[src/rtl/cla_pkg.sv]
// Shared types and helpers for the pipelined carry-lookahead adder family.
package cla_pkg;

   typedef enum logic {
      OP_ADD = 1'b0,
      OP_SUB = 1'b1
   } cla_op_e;

   function automatic int cla_nseg(input int width, input int seg_width);
      return width / seg_width;
   endfunction

endpackage

[src/rtl/cla_seg.sv]
// Combinational SEG_WIDTH-bit carry-lookahead slice: prefix generate/propagate,
// per-bit carries, sum, carry-out and the carry into the slice MSB.
module cla_seg #(
   parameter int SEG_WIDTH = 12
) (
   input  logic [SEG_WIDTH-1:0] a,
   input  logic [SEG_WIDTH-1:0] b,
   input  logic                 cin,
   output logic [SEG_WIDTH-1:0] sum,
   output logic                 cout,
   output logic                 c_msb
);

   logic [SEG_WIDTH-1:0] gen;
   logic [SEG_WIDTH-1:0] prop;
   logic [SEG_WIDTH-1:0] carry;
   logic                 grp_g;
   logic                 grp_p;

   assign gen  = a & b;
   assign prop = a ^ b;

   // carry[i] = G[i-1:0] | P[i-1:0] & cin, built from running group terms
   always_comb begin
      carry = '0;
      grp_g = 1'b0;
      grp_p = 1'b1;
      for (int i = 0; i < SEG_WIDTH; i++) begin
         carry[i] = grp_g | (grp_p & cin);
         grp_g    = gen[i] | (prop[i] & grp_g);
         grp_p    = prop[i] & grp_p;
      end
   end

   assign sum   = prop ^ carry;
   assign cout  = grp_g | (grp_p & cin);
   assign c_msb = carry[SEG_WIDTH-1];

endmodule

[src/rtl/cla_pipe_adder.sv]
// Pipelined carry-lookahead adder/subtractor: one SEG_WIDTH slice per stage,
// carry registered between stages, valid/ready handshake with backpressure.
module cla_pipe_adder
   import cla_pkg::*;
#(
   parameter int WIDTH     = 48,
   parameter int SEG_WIDTH = 12
) (
   input  logic             i_clk,
   input  logic             i_rst_n,
   input  logic             i_valid,
   output logic             o_ready,
   input  logic [WIDTH-1:0] i_a,
   input  logic [WIDTH-1:0] i_b,
   input  logic             i_cin,
   input  logic             i_op,
   output logic             o_valid,
   input  logic             i_ready,
   output logic [WIDTH-1:0] o_sum,
   output logic             o_cout,
   output logic             o_ovf
);

   localparam int NSEG = cla_nseg(WIDTH, SEG_WIDTH);

   if ((SEG_WIDTH < 1) || ((WIDTH % SEG_WIDTH) != 0)) begin : g_bad_cfg
      $error("cla_pipe_adder: WIDTH must be a non-zero multiple of SEG_WIDTH");
   end

   // Operands are kept right-aligned: each stage consumes the low SEG_WIDTH
   // bits and shifts the rest down, so every stage reads the same slice.
   typedef struct packed {
      logic             carry;
      logic             ovf;
      logic [WIDTH-1:0] sum;
      logic [WIDTH-1:0] opa;
      logic [WIDTH-1:0] opb;
   } stage_t;

   logic [NSEG-1:0] vld_p;
   stage_t          stg_p [NSEG];
   logic [NSEG-1:0] rdy;
   cla_op_e         op_in;
   logic            inv;

   assign op_in = cla_op_e'(i_op);
   assign inv   = (op_in == OP_SUB);

   // rdy[k] = !vld_p[k] || rdy[k+1], unrolled from the output end
   always_comb begin : ready_chain
      logic acc;
      rdy = '0;
      acc = i_ready;
      for (int k = NSEG - 1; k >= 0; k--) begin
         acc    = acc | ~vld_p[k];
         rdy[k] = acc;
      end
   end

   for (genvar k = 0; k < NSEG; k++) begin : g_stage
      logic                 src_vld;
      stage_t               src;
      stage_t               nxt;
      logic [SEG_WIDTH-1:0] seg_sum;
      logic                 seg_cout;
      logic                 seg_cmsb;
      logic                 vld_q;
      stage_t               stg_q;

      if (k == 0) begin : g_head
         always_comb begin
            src       = '0;
            src_vld   = i_valid;
            src.carry = i_cin ^ inv;
            src.opa   = i_a;
            src.opb   = i_b ^ {WIDTH{inv}};
         end
      end else begin : g_body
         assign src_vld = vld_p[k-1];
         assign src     = stg_p[k-1];
      end

      cla_seg #(
         .SEG_WIDTH(SEG_WIDTH)
      ) u_seg (
         .a    (src.opa[SEG_WIDTH-1:0]),
         .b    (src.opb[SEG_WIDTH-1:0]),
         .cin  (src.carry),
         .sum  (seg_sum),
         .cout (seg_cout),
         .c_msb(seg_cmsb)
      );

      always_comb begin
         nxt                               = src;
         nxt.carry                         = seg_cout;
         nxt.ovf                           = seg_cmsb ^ seg_cout;
         nxt.sum[k*SEG_WIDTH +: SEG_WIDTH] = seg_sum;
         nxt.opa                           = src.opa >> SEG_WIDTH;
         nxt.opb                           = src.opb >> SEG_WIDTH;
      end

      // ---- stage k register boundary ----
      always_ff @(posedge i_clk or negedge i_rst_n) begin
         if (!i_rst_n) begin
            vld_q <= 1'b0;
            stg_q <= '0;
         end else if (rdy[k]) begin
            vld_q <= src_vld;
            stg_q <= nxt;
         end
      end

      assign vld_p[k] = vld_q;
      assign stg_p[k] = stg_q;
   end

   assign o_ready = rdy[0];
   assign o_valid = vld_p[NSEG-1];
   assign o_sum   = stg_p[NSEG-1].sum;
   assign o_cout  = stg_p[NSEG-1].carry;
   assign o_ovf   = stg_p[NSEG-1].ovf;

endmodule

[config.mk]
export PLATFORM = sky130hd
export DESIGN_NAME = cla_pipe_adder
export DESIGN_NICKNAME = d
export VERILOG_FILES = /design/src/rtl/cla_pkg.sv /design/src/rtl/cla_seg.sv /design/src/rtl/cla_pipe_adder.sv
export SDC_FILE = /design/constraint.sdc
export NUM_CORES = 1
export LEC_CHECK = 0
export CAP_MARGIN = 15
export CELL_PAD_IN_SITES_DETAIL_PLACEMENT = 1
export CELL_PAD_IN_SITES_GLOBAL_PLACEMENT = 2
export CORE_AREA = 4 4 198 152
export CTS_BUF_LIST = sky130_fd_sc_hd__clkbuf_8
export CTS_CLUSTER_DIAMETER = 40
export DETAILED_ROUTE_END_ITERATION = 8
export DIE_AREA = 0 0 202 156
export DONT_BUFFER_PORTS = 1
export GPL_TIMING_DRIVEN = 0
export HOLD_SLACK_MARGIN = 0.06
export PLACE_DENSITY = 0.84
export RECOVER_POWER = 25
export SETUP_SLACK_MARGIN = 0.4
export SYNTH_ARGS = -nofsm -noshare
export SYNTH_HDL_FRONTEND = slang
export SYNTH_SLANG_ARGS = --single-unit
[constraint.sdc]
create_clock -name i_clk -period 6.1 [get_ports i_clk]
set_input_delay 1.525 -clock i_clk [delete_from_list [all_inputs] [get_ports i_clk]]
set_output_delay 1.525 -clock i_clk [all_outputs]
set_load 0.02 [all_outputs]
=== Yosys cells after proc, flatten, opt, wreduce, memory -nomap -nowiden ===
Index checks and enable logic that the tools add are counted.

* Register bits: 273
* Latch bits: 0
* Bits in writable memories: 0
* ROM bits: 0
* Input bits: 102
* Memories kept: 0

* Add/sub/neg operators: 0
* Multipliers: 0
* Div/mod/pow operators: 0
* $lt $le $gt $ge: 0
* Equal/unequal tests: 0
* Shifts and indexed selects: 0
* Mux-type cells: 0
* Bitwise operators: 251
* Reductions and logical operators: 0

{| class="wikitable"
|+ Operators by type and width
! cell !! count
|-
| AND 1 bit || 136
|-
| OR 1 bit || 96
|-
| XOR 12 bit || 8
|-
| AND 12 bit || 4
|-
| XOR 48 bit || 1
|-
| NOT 1 bit || 4
|-
| XOR 1 bit || 2
|}

=== Longest topological paths before layout ===
* Depth after elaboration: 25
* Mapped depth: 11
* Mapped depth without buffers: 8

=== Cells and area by module ===
A second synthesis with hierarchy kept.

* Cell total of the unflattened synthesis: 1074
* Area total of the unflattened synthesis: 12809.8 um^2

{| class="wikitable"
|+ Modules (own cells, without submodules)
! module !! instances !! cells each !! area an instance (um^2)
|-
| cla_pipe_adder || 1 || 837 || 10761.6
|-
| cla_seg (g_stage[1].u_seg ...) || 3 || 58 || 510.5
|-
| cla_seg (g_stage[0].u_seg) || 1 || 63 || 516.7
|}

=== Least setup slack after synthesis ===
OpenSTA, ideal clock, no wires.

* Path type: in2out
* From: in i_ready
* To: out o_ready
* Arrival time: 2.752 ns
* Data required time: 4.575 ns
* Slack: 1.823 ns
* Stages: 8
* Path buffers: 4
* Cell sequence: nor2b_1 > buf_2 > and3_1 > buf_2 > and2_1 > buf_2 > inv_1 > clkbuf_1

* Cells in the longest elaborated chain, start to end: 4

{| class="wikitable"
|+ Ends and longest elaborated chain
! element !! RTL line !! text
|-
| from (decl) || cla_pipe_adder.sv:18 || <nowiki>input logic i_ready,</nowiki>
|-
| OR 1 bit (4 in series) || cla_pipe_adder.sv:55 || <nowiki>acc = acc | ~vld_p[k];</nowiki>
|-
| to (decl) || cla_pipe_adder.sv:12 || <nowiki>output logic o_ready,</nowiki>
|}

Every way passes these cells.

=== Worst setup path in the final report ===
Same ends and word-level chain as after synthesis.

==> flow_summary.ini <==
[run_status]
outcome = finished clean

[critical_path]
slowest_stage = clkbuf_1
cp-end-kind = primary output
critPathArrivalTime_ns = 3.27
start_kind = input pin
cp_cell_sequence = nor2b_1 -> buf_2 -> and3_1 -> buf_2 -> and2_1 -> buf_2 -> inv_1 -> clkbuf_1
slowest_delay_ns = 0.63
cp_max_fo = 10
worstSetupPathType = in2out
r2r_slack_ns = 3.39
critPathRequiredTime_ns = 4.58
cp_common_cell = buf_2

[synth]
yosysSeqAreaShare = 0.557
synth_edf_count = 0
synth_top_cell_area_share = 0.557
synth_cells = 1335
yosys-top-cells-area = dfrtp_1, nand2_1, ha_1, xnor2_1, o21ai_0
ys.flop_type = dfrtp_1
synth.most_common_cell = nand2_1
ys_warn_count = 0
synth_common_cells = nand2_1, dfrtp_1, o21ai_0
synth_area_um2 = 12300
yosysUniqueCellTypes = 44
async_reset_ff_frac = 1.00
synth_top_cell_by_area = dfrtp_1
synth_seq_cells = 273
avgSynthCellArea_um2 = 9.19
syn_nets = 1489

[sta]
tightest_slew_ns = 0.842
slew_viol_final = 0
setup_tns_ns = 0
finalHoldViolCount = 0
holdWs_ns = 0.464
rsz0062_at_grt = no
fmax_mhz = 209
maxSlewHeadroom = 0.439
period_share = 0.786
setup_viol = 0
min_period_ns = 4.79
fin_skew_ns = 0.0172

[drt]
antenna_left = 0
remaining_drc_errors = 0
wl_per_cell_um = 17.5
drt_iter0_markers = 417
dr_total_vias = 8858
drt_wl_total_mm = 31.4
dr.pass1.iters = 4
vias_per_cell = 4.95

[floorplanning]
rows = 53
ios = 154
fp.dieH_um = 156
core_um2 = 27900
die_w_um = 202
start_util = 0.440
die-area_um2 = 31500

[cells_and_area]
drive_above_1_share = 0.0598
utilization = 0.485
area_delta_synth_final_pct = 10.3
fillers = 3278
fin_cells = 1790
final_nets = 1536
final-seq-area_um2 = 6830
multi_input_area_um2 = 5160

[clock_tree]
clkTransAtPathRegs_ns = 0.06
cts_setup_buffers = 0
cts_buffers = 45
ctsHoldBuffers = 0
cts_root_buf = clkbuf_8
clk_latency_ns = 0.55
cts_tree = yes
cts_htree_levels = 2
cts_resized = 0
cts.sinks = 273
clock_path_buffers = 3

[global_route]
grt_first_pass_wirelength_mm = 51.5
grt_util_all_layers = 0.203
grt_pass1_vias = 9512
grt_max_degree = 274
overflow = 0
grt_antenna_before_repair = 1

[placement]
portBuffers = 0
gp_congestion = 0.794
placed_cells = 1720
dp_hpwl_mm = 22.9

[power_and_ir_drop]
p_leak_nw = 6.67
finalPower_w = 0.00551
pwr_density_cell_nw_per_um2 = 407
ir_worst_vdd_mv = 0.139

[job]
maxCapViolations = 0

[min_path]
holdCritPathClass = reg2reg
through the flow:
stage	area [um^2]	setup slack [ns]
final	13500	1.31
after global routing	13500	1.18
after CTS	13500	1.27
after detailed placement	12800	0.994
after global placement	12800	1.11
after floorplan	12300	1.82
routing by layer:
metal  vias up  part of all wire  global-route usage
met2       158              0.45               0.323
met4         0             0.032              0.0696
met3        71             0.043              0.0382
met5         -                 0                   0
li1       4393                 -                   -
met1      4236              0.47               0.283
placed cells by master (no fill, tap or decap), types with 3 or more instances in the layout:
| master | instances |
|---|---|
| nand2_1 | 632 |
| dfrtp_1 | 273 |
| o21ai_0 | 73 |
| xnor2_1 | 53 |
| clkbuf_8 | 52 |
| ha_1 | 48 |
| clkbuf_1 | 42 |
| a21oi_1 | 27 |
| xor2_1 | 25 |
| nor2_1 | 21 |
| inv_1 | 19 |
| buf_2 | 17 |
| nor3_1 | 14 |
| o21a_1 | 10 |
| nand2b_1 | 9 |
| a21o_1 | 8 |
| a211oi_1 | 8 |
| o31ai_1 | 8 |
| buf_1 | 6 |
| and3_1 | 4 |
| nand3_1 | 4 |
| o22a_1 | 4 |
| o21bai_1 | 4 |
| fa_1 | 4 |
| and2_1 | 3 |
| a31oi_1 | 3 |
| o41ai_1 | 3 |
| a21boi_0 | 3 |
| clkinv_2 | 3 |
registers in the layout, indices dropped and copies added (netlist names):
name,cells
g_stage.stg_q,219
o_sum,48
g_stage.vld_q,3
o_cout,1
o_ovf,1
o_valid,1
path summary, 6_finish.rpt:
check	from	endpoint	cells past startpoint
max	i_ready	o_ready	8
min	g_stage[0].stg_q[65]	g_stage[0].stg_q[65]	2
max reg2reg	o_valid	g_stage[0].stg_q[24]	10
min reg2reg	g_stage[0].stg_q[65]	g_stage[0].stg_q[65]	2
max in group asynchronous	i_rst_n	g_stage[1].stg_q[49]	0
min in group asynchronous	i_rst_n	o_sum[7]	0
logic make-up after synthesis:
group,count (synthesis),share of synthesized area
AND/OR/NAND/NOR,695,0.219
flip-flops,273,0.557
AO/OA/AOI/OAI,166,0.0883
XOR/XNOR,79,0.0570
buffers and inverters,70,0.0231
adder cells (fa/ha/maj),52,0.0555
where the power goes:
part           total [W]  switching [W]  internal (W)
logic            0.00122       0.000707      0.000509
clock network    0.00146       0.000697      0.000762
registers        0.00283       0.000514       0.00232
total            0.00551        0.00192       0.00359
area by class of cell:
class	count	area share
diodes	1	0.000185
plain buffers	65	0.0196
clock buffers	52	0.0529
clock inverters	17	0.00499
inverters	5	0.00139
multi-input cells	992	0.381
flip-flops and latches	273	0.505
well taps	385	0.0356
worst max-delay path: cells and delay by family:
kind | cells | cell delay, ns
buffers and inverters | 5 | 1.32
AND/OR/NAND/NOR | 3 | 0.39
Power figures use the tool's default switching activity.
==> variant 1, RTL diff (config.mk and constraints unchanged) <==
Reset style: synchronous (`i_rst_n`), changed in one clocked block.
--- a/src/rtl/cla_pipe_adder.sv
+++ b/src/rtl/cla_pipe_adder.sv
@@ -101,7 +101,7 @@
       end
 
       // ---- stage k register boundary ----
-      always_ff @(posedge i_clk or negedge i_rst_n) begin
+      always_ff @(posedge i_clk) begin
          if (!i_rst_n) begin
             vld_q <= 1'b0;
             stg_q <= '0;
Function: same outputs for any inputs over 4 cycles, from zero or initial values and one cycle with i_rst_n low; that may be too few to reach the edited logic, so the function may still have changed.
==> variant 1 against the unedited design <==
- setup slack worse by 0.20 ns
- register-to-register slack worse by 0.07 ns
- routed wire length is 17% higher
- area after synthesis is 5.4% lower
- sequential cell count stayed put
- cell area is 4.4% lower
- critical path depth is 3 lower
- synthesized cell count is 6.4% higher
- critical endpoint unchanged
Power is not compared: it rests on default switching activity, and its combinational part moved more than twofold at a synthesized area within 25%.
==> variant 1: results (changes against the unedited design) <==
* HPWL Detailed: 28170 microns (was 22890 microns)
- Pin count of the biggest net entering global routing: 13 (was 274)
* Synth Area in Adders: 5.861% (was 5.546%)
* Arrival time reported for the critical path endpoint: 3.46 ns (was 3.27 ns)
- The proportion of synthesized chip area in sequential cells is 47.06% (was 55.66%).
* Worst slack after detailed placement: 1.065 ns (was 0.9940 ns)
- The number of global-route vias before repair is 10080 (was 9512).
* Slowest cell on the critical path: sky130_fd_sc_hd__buf_1 (was sky130_fd_sc_hd__clkbuf_1)
- Yosys cell types: 57 (was 44)
- Synth top area cells: sky130_fd_sc_hd__dfxtp_1 47%, sky130_fd_sc_hd__nand2_1 13%, sky130_fd_sc_hd__a21oi_1 9.4%, sky130_fd_sc_hd__ha_1 5.2%, sky130_fd_sc_hd__xnor2_1 3.5% (was sky130_fd_sc_hd__dfrtp_1 56%, sky130_fd_sc_hd__nand2_1 19%, sky130_fd_sc_hd__ha_1 4.9%, sky130_fd_sc_hd__xnor2_1 3.8%, sky130_fd_sc_hd__o21ai_0 3.0%)
* GRT Resource Usage Total: 23.24% (was 20.31%)
* Number of cells in the design after placement: 1806 (was 1720)
- R2R cell count: 6 (was 10)
- The number of antenna violations at the first check in global routing was 0 (was 1).
- The final non-filler cell total was 1883 (was 1790).
- Beginning of the worst hold path: g_stage[0].stg_q[69]$_SDFFE_PN0P_ (was g_stage[0].stg_q[65]$_DFFE_PN0P_)
- Global placer's final weighted congestion: 0.8258 (was 0.7935)
* End of the worst register-to-register path: g_stage[0].stg_q[145]$_SDFFE_PN0P_ (was g_stage[0].stg_q[24]$_DFFE_PN0P_)
* Number of DRC markers in iteration 0: 468 (was 417)
- The async set-reset flop share out of synthesis came to 0% (was 100.0%).
- First-pass GRT wire length: 57820 microns (was 51450 microns)
- Outcome: completed (unchanged)
- Fraction of final layout cells sized beyond drive strength 1: 4.806% (was 5.983%)
- Mux contribution to synthesized area: 0.3448% (was 0%)
* Slew @ Worst Pin: 0.9545 ns (was 0.8420 ns)
- Worst R2R Setup Slack: 3.32 ns (was 3.39 ns)
[variant 1: cell types whose count changed in the layout (fill, tap and decap cells not counted), moves of 9 or more]
cell,unedited run,this run
sky130_fd_sc_hd__dfrtp_1,273,0
sky130_fd_sc_hd__dfxtp_1,0,273
sky130_fd_sc_hd__nand2_1,632,413
sky130_fd_sc_hd__a21oi_1,27,217
sky130_fd_sc_hd__o21ai_0,73,17
sky130_fd_sc_hd__nor2_1,21,71
sky130_fd_sc_hd__clkbuf_1,42,80
sky130_fd_sc_hd__a211oi_1,8,44
sky130_fd_sc_hd__nand3_1,4,24
sky130_fd_sc_hd__buf_2,17,3
sky130_fd_sc_hd__nand4_1,1,10
[variant 1: worst max-delay path by stage]
stage / to / slack (ns) / start
after floorplan: o_ready / 1.88 / i_ready
after global placement: o_ready / 1.05 / i_ready
after detailed placement: o_ready / 1.07 / i_ready
after CTS: o_ready / 1.07 / i_ready
after global routing: o_ready / 1.02 / i_ready
final: o_ready / 1.11 / i_ready
[variant 1: cell type report]
type | count | area share, %
flip-flops and latches | 273 | 42.21
inverters | 8 | 0.2319
clock buffers | 55 | 5.847
clock inverters | 22 | 0.7441
multi-input cells | 1043 | 44.35
plain buffers | 97 | 2.899
well taps | 385 | 3.721
[variant 1: kinds of logic after synthesis]
group | Yosys count
buffers and inverters | 105
flip-flops | 273
XOR/XNOR | 72
multiplexers | 4
AND/OR/NAND/NOR | 570
AO/OA/AOI/OAI | 345
adder cells (fa/ha/maj) | 52
[variant 1: routing by layer]
metal | vias to the layer above | share of wire [%] | GRT usage (%)
li1 | 4933 | - | -
met4 | 0 | 1.4 | 4.815
met5 | - | 0 | 0
met3 | 45 | 5.3 | 5.258
met2 | 174 | 42 | 34.94
met1 | 4683 | 52 | 34.34
==> variant 2, RTL diff (same flow settings) <==
Made on the original files. `SEG_WIDTH` is set to 12 in 2 places; all go to 8.
--- a/src/rtl/cla_seg.sv
+++ b/src/rtl/cla_seg.sv
@@ -1,7 +1,7 @@
 // Combinational SEG_WIDTH-bit carry-lookahead slice: prefix generate/propagate,
 // per-bit carries, sum, carry-out and the carry into the slice MSB.
 module cla_seg #(
-   parameter int SEG_WIDTH = 12
+   parameter int SEG_WIDTH = 8
 ) (
    input  logic [SEG_WIDTH-1:0] a,
    input  logic [SEG_WIDTH-1:0] b,
--- a/src/rtl/cla_pipe_adder.sv
+++ b/src/rtl/cla_pipe_adder.sv
@@ -4,7 +4,7 @@
    import cla_pkg::*;
 #(
    parameter int WIDTH     = 48,
-   parameter int SEG_WIDTH = 12
+   parameter int SEG_WIDTH = 8
 ) (
    input  logic             i_clk,
    input  logic             i_rst_n,
Check against the original RTL: no difference found for any inputs over 4 cycles, from zero or initial values and one cycle with i_rst_n low; that may be too few to reach the edited logic, so the function may still have changed.
==> variant 2 against the unedited design <==
- the flow now stops in global placement without I/O
- area after synthesis is 43% higher
==> variant 2: results (changes against the unedited design) <==
- Outcome: aborted with a tool error (was completed).
- It got as far as global placement without I/O and failed there.
* First Error: [ERROR GPL-0301] Utilization 106.357 % exceeds 100%.
* Synth top area cells: sky130_fd_sc_hd__dfrtp_1 60%, sky130_fd_sc_hd__nand2_1 17%, sky130_fd_sc_hd__mux2_2 5.8%, sky130_fd_sc_hd__ha_1 3.4%, sky130_fd_sc_hd__xnor2_1 3.2% (was sky130_fd_sc_hd__dfrtp_1 56%, sky130_fd_sc_hd__nand2_1 19%, sky130_fd_sc_hd__ha_1 4.9%, sky130_fd_sc_hd__xnor2_1 3.8%, sky130_fd_sc_hd__o21ai_0 3.0%)
- Async set or reset register ratio after synthesis: 100.0% (unchanged)
- Syn_nets: 1898 (was 1489)
* Ranking of synthesized cells by instance count: 776 x sky130_fd_sc_hd__nand2_1, 421 x sky130_fd_sc_hd__dfrtp_1, 90 x sky130_fd_sc_hd__mux2_2 (was 632 x sky130_fd_sc_hd__nand2_1, 273 x sky130_fd_sc_hd__dfrtp_1, 73 x sky130_fd_sc_hd__o21ai_0)
- The number of warnings reported in the yosys synthesis log came to 0 (unchanged).
- The synthesized flop and latch total came to 421 (was 273).
* Yosys cell types: 46 (was 44)
- The gate count after technology mapping was 1742 (was 1335).
* Share of synthesized area occupied by flip-flops and latches: 59.84% (was 55.66%)
* Post-Synthesis Cell Area: 0.01761 sq mm (was 0.01227 sq mm)
## variant 2: cells by family after synthesis
kind of cell	Yosys count	synth area share, %
buffers and inverters	94	2.345
adder cells (fa/ha/maj)	54	4.094
flip-flops	421	59.84
AO/OA/AOI/OAI	158	5.479
XOR/XNOR	82	4.079
AND/OR/NAND/NOR	843	18.41
multiplexers	90	5.757
